--- src/rtl/wb_regfile_pkg.sv ---
// Shared widths and control-level constants for the register file slice.
package wb_regfile_pkg;

  localparam int unsigned RegAddrBus = 5;
  localparam int unsigned RegBus     = 32;
  localparam int unsigned RegNum     = 32;

  localparam logic [RegAddrBus-1:0] NOPRegAddr = '0;
  localparam logic [RegBus-1:0]     ZeroWord   = '0;

  localparam logic RstEnable    = 1'b1;
  localparam logic WriteEnable  = 1'b1;
  localparam logic WriteDisable = 1'b0;
  localparam logic ReadEnable   = 1'b1;
  localparam logic ReadDisable  = 1'b0;

endpackage

--- src/rtl/wb_regfile_hilo.sv ---
// HI/LO special registers: written together from writeback, no bypass.
module hilo_reg
  import wb_regfile_pkg::*;
(
  input  logic              clk,
  input  logic              rst,
  input  logic              we,
  input  logic [RegBus-1:0] hi_i,
  input  logic [RegBus-1:0] lo_i,
  output logic [RegBus-1:0] hi_o,
  output logic [RegBus-1:0] lo_o
);

  logic [RegBus-1:0] hi_q;
  logic [RegBus-1:0] lo_q;

  // Clear on reset, otherwise capture both halves on a write edge.
  always_ff @(posedge clk) begin
    if (rst == RstEnable) begin
      hi_q <= ZeroWord;
      lo_q <= ZeroWord;
    end else if (we == WriteEnable) begin
      hi_q <= hi_i;
      lo_q <= lo_i;
    end
  end

  // Outputs read zero for the whole time reset is held, even before the first reset edge.
  always_comb begin
    hi_o = hi_q;
    lo_o = lo_q;
    if (rst == RstEnable) begin
      hi_o = ZeroWord;
      lo_o = ZeroWord;
    end
  end

endmodule

--- src/rtl/wb_regfile.sv ---
// 32x32 general-purpose register file with two combinational read ports,
// same-cycle write-through bypass, and an attached HI/LO register pair.
module wb_regfile
  import wb_regfile_pkg::*;
(
  input  logic                  clk,
  input  logic                  rst,
  input  logic                  wb_wreg,
  input  logic [RegAddrBus-1:0] wb_wd,
  input  logic [RegBus-1:0]     wb_wdata,
  input  logic                  wb_whilo,
  input  logic [RegBus-1:0]     wb_hi,
  input  logic [RegBus-1:0]     wb_lo,
  input  logic                  re1,
  input  logic                  re2,
  input  logic [RegAddrBus-1:0] raddr1,
  input  logic [RegAddrBus-1:0] raddr2,
  output logic [RegBus-1:0]     rdata1,
  output logic [RegBus-1:0]     rdata2,
  output logic [RegBus-1:0]     hi_o,
  output logic [RegBus-1:0]     lo_o
);

  logic [RegBus-1:0] regs [0:RegNum-1];

  // Priority: reset, disabled port, register 0, pending write to the same register, stored value.
  function automatic logic [RegBus-1:0] read_port(
    input logic                  rst_i,
    input logic                  re,
    input logic [RegAddrBus-1:0] raddr,
    input logic                  wreg,
    input logic [RegAddrBus-1:0] wd,
    input logic [RegBus-1:0]     wdata,
    input logic [RegBus-1:0]     stored
  );
    logic [RegBus-1:0] r;
    r = ZeroWord;
    if (rst_i == RstEnable)                         r = ZeroWord;
    else if (re == ReadDisable)                     r = ZeroWord;
    else if (raddr == NOPRegAddr)                   r = ZeroWord;
    else if ((wreg == WriteEnable) && (wd == raddr)) r = wdata;
    else                                            r = stored;
    return r;
  endfunction

  // GPR array: clear everything on reset, otherwise accept writeback writes except to register 0.
  always_ff @(posedge clk) begin
    if (rst == RstEnable) begin
      for (int unsigned i = 0; i < RegNum; i++) begin
        regs[i] <= ZeroWord;
      end
    end else if ((wb_wreg == WriteEnable) && (wb_wd != NOPRegAddr)) begin
      regs[wb_wd] <= wb_wdata;
    end
  end

  // Independent combinational read ports.
  always_comb begin
    rdata1 = read_port(rst, re1, raddr1, wb_wreg, wb_wd, wb_wdata, regs[raddr1]);
    rdata2 = read_port(rst, re2, raddr2, wb_wreg, wb_wd, wb_wdata, regs[raddr2]);
  end

  hilo_reg u_hilo (
    .clk  (clk),
    .rst  (rst),
    .we   (wb_whilo),
    .hi_i (wb_hi),
    .lo_i (wb_lo),
    .hi_o (hi_o),
    .lo_o (lo_o)
  );

endmodule

--- config.mk ---
export PLATFORM = sky130hd
export DESIGN_NAME = wb_regfile
export DESIGN_NICKNAME = d
export VERILOG_FILES = /design/src/rtl/wb_regfile_pkg.sv /design/src/rtl/wb_regfile_hilo.sv /design/src/rtl/wb_regfile.sv
export SDC_FILE = /design/constraint.sdc
export NUM_CORES = 2
export LEC_CHECK = 0
export BUFFER_PORTS_ARGS = -buffer_cell sky130_fd_sc_hd__buf_2
export CAP_MARGIN = 20
export CORE_ASPECT_RATIO = 1.2
export CORE_MARGIN = 2
export CORE_UTILIZATION = 52
export DETAILED_ROUTE_END_ITERATION = 10
export PLACE_DENSITY = 0.69
export SLEW_MARGIN = 20
export SYNTH_ARGS = -nofsm -noshare
export SYNTH_HDL_FRONTEND = slang
export SYNTH_SLANG_ARGS = --single-unit
--- constraint.sdc ---
create_clock -name clk -period 2.4 [get_ports clk]
set_input_delay 0 -clock clk [delete_from_list [all_inputs] [get_ports clk]]
set_output_delay 0 -clock clk [all_outputs]
set_load 0.01 [all_outputs]
==> metrics <==
max-slew violations 0; largest net degree at the start of global routing 141; maximum fanout along the worst path 2; number of global-route vias before repair 42,000; pre-CTS setup slack -197 ps; Post-synth ARST share 0; Post-synth EDFFs 1,024; Pwr per Cell Area 678 nW/um2; Syn Area/Cell 13.9 um2; RSZ-0062 raised after global routing true; wire per inst 33.0 um; Period Utilization, post-route 1.11; fin area 70,000 um2; Pwr Total 0.0475 W; Clk Latency, worst-skew pair 730 ps; slew margin rel. 0.483; Crit Path Category flip-flop to primary output; YS warnings 0; VDD IR max 912 uV; Ports 245; WP data required 2400 ps; # setup viols final 61; drt first-iter violations 5,578; Final Hold Fails 0; Fillers 8,323; Final Critical Period 2670 ps; Final Net Count 4,713; Via Count 41,500; H-tree Lvls 3; WHS 45.2 ps; # clock sinks 1,088; synthesized cell area 58,900 um2; Max Cap Violations 0; Placer Congestion 0.890; Vias/cell 6.70; Die Y 373 um; core area 113,000 um2; CTS tree done; buffers added on ports 244; CP arrival 2670 ps; die width 311 um; DP HPWL 123,000 um; initial antenna violation count 12; unique cell type count in the Yosys netlist 49; register area 32,000 um2; final core occ 0.621; total die area 116,000 um2; Synth Instances 4,237; post-synthesis sequential area ratio 0.544; failing checks negative setup slack; Root Buffer clkbuf_16; Post-DP Area 63,000 um2; CTS clk-pin slew, worst paths 60 ps; PnR worst setup slack -274 ps; Leakage 25.3 nW; final wirelength 204,000 um; Layout area overhead 18.8%; Final Skew 0 ps; area occupied by multi-input gates 26,400 um2; Total GRT Usage 0.347; Final ANT Viol Nets 0; Hold Path Class input pin to flip-flop; TritonCTS Buffers 114; endpoint type of the worst setup path primary output; layout cells sized above 1 0.290; Max Fclk 0.374 GHz; Hold Crit Depth 4; # rows 135; CP Launch Type flip-flop; Primary FF master, synth edfxtp_1; #FFs+latches synth 1,088; DRC 0; buffer depth of the longest clock path 3; global-route wire length before repair 290,000 um; drt first pass iters 7; worst slew pin tran 776 ps; outcome finished with violations; Starting Density 0.523; gr ovfl total 0; R2R cell count 3
==> stage by stage <==
step | TNS, ps | std cells
6_report | -6550 | 6201
5_1_grt | -8030 | 6198
4_1_cts | -7810 | 6196
3_5_place_dp | -372 | 5824
3_3_place_gp | -364 | 5824
2_1_floorplan | 0 | 4268
==> synthesized netlist by cell type, drive strengths merged, types with 15 or more instances <==
cell	instances	share of area
a221o	50	0.0085
a21oi	15	0.0013
edfxtp	1024	0.52
a31oi	50	0.0053
clkbuf	343	0.022
and2	995	0.11
a41oi	39	0.0058
nor2b	69	0.0073
a221oi	50	0.0074
nand2	28	0.0018
mux2i	396	0.067
or2	35	0.0037
nand2b	54	0.0057
a22o	26	0.0039
dfxtp	64	0.022
mux2	140	0.027
buf	123	0.018
and3	15	0.0016
o21ai	47	0.0040
o22ai	65	0.0069
a22oi	63	0.0080
o31ai	64	0.0082
mux4	320	0.12
nor2	98	0.0062
==> area by class of cell <==
class | instances | area share
diodes | 4 | 0.000143
clock buffers | 146 | 0.0449
clock inverters | 64 | 0.0102
inverters | 2 | 0.000107
multi-input cells | 2712 | 0.377
flip-flops and latches | 1088 | 0.458
well taps | 1507 | 0.0269
repair buffers | 678 | 0.0836
==> cells in the final DEF, fill, tap and decap left out, types with 24 or more instances in the layout <==
cell type,synthesis,final
edfxtp_1,1024,1024
buf_4,28,209
mux2i_1,396,368
buf_12,2,67
a41oi_2,0,28
nand2b_1,54,52
a22oi_1,63,63
nor2b_1,69,65
o21ai_0,47,47
conb_1,1,32
dfxtp_1,64,64
dlygate4sd3_1,0,159
mux4_2,316,316
a221o_1,50,37
nor2_1,98,65
mux2_2,140,129
clkinv_1,1,26
and2_1,993,993
a31oi_1,50,24
nand2_1,28,26
nor2_4,0,25
o22ai_1,65,65
a221oi_1,50,39
buf_2,34,223
o31ai_1,64,64
clkbuf_16,0,121
or2_2,33,33
==> power by group <==
group	total (W)	leakage, nW	switching, W	internal [W]
registers	0.0223	10.3	0.000545	0.0218
logic	0.00657	13.2	0.00374	0.00283
clock network	0.0186	1.89	0.00767	0.0109
==> critical path, cell delays in order (launching register included) <==
cell	delay, ps
edfxtp_1	410
mux4_2	500
mux2_4	300
o221ai_4	280
buf_6	150
a31oi_4	110
buf_6	180
==> final timing paths <==
check	startpoint	to	slack, ps
setup / recovery	regs[5][14]$_SDFFCE_PN0P_	rdata2[14]	-270
hold / removal	wb_whilo	u_hilo.lo_q[31]$_SDFFE_PP0P_	50
setup reg to reg	u_hilo.lo_q[7]$_SDFFE_PP0P_	u_hilo.lo_q[7]$_SDFFE_PP0P_	1130
hold reg to reg	u_hilo.lo_q[31]$_SDFFE_PP0P_	u_hilo.lo_q[31]$_SDFFE_PP0P_	500
==> kinds of logic (layout without fill, tap and decap cells) <==
| group | after synthesis | count (layout) | share of synthesized area |
|---|---|---|---|
| buffers and inverters | 468 | 890 | 0.0399 |
| AO/OA/AOI/OAI | 498 | 498 | 0.0636 |
| multiplexers | 856 | 856 | 0.217 |
| XOR/XNOR | 10 | 10 | 0.00149 |
| AND/OR/NAND/NOR | 1316 | 1316 | 0.135 |
| other | 1 | 36 | 0.0000636 |
| flip-flops | 1088 | 1088 | 0.544 |
==> layer usage <==
layer	vias to the layer above	GRT usage	wire length (um)
met5	-	0	58
met4	10	0.212	13800
met3	689	0.0733	22500
met2	2919	0.546	94700
met1	21100	0.441	73300
li1	16800	-	-
==> sequential cells by signal (all words and copies together) (netlist names) <==
name / count
regs: 1024
u_hilo.lo_q: 32
u_hilo.hi_q: 32
==> what timing repair did <==
| action | 4_1_cts | 5_1_grt |
|---|---|---|
| buffers inserted | 4 | 4 |
| resized for setup | 194 | 38 |
| endpoints found under the setup margin | 64 | 64 |
| pin swaps | 91 | 47 |
| hold buffers | 159 | 0 |
| hold endpoints to repair | 1044 | 0 |
Power figures use the tool's default switching activity.
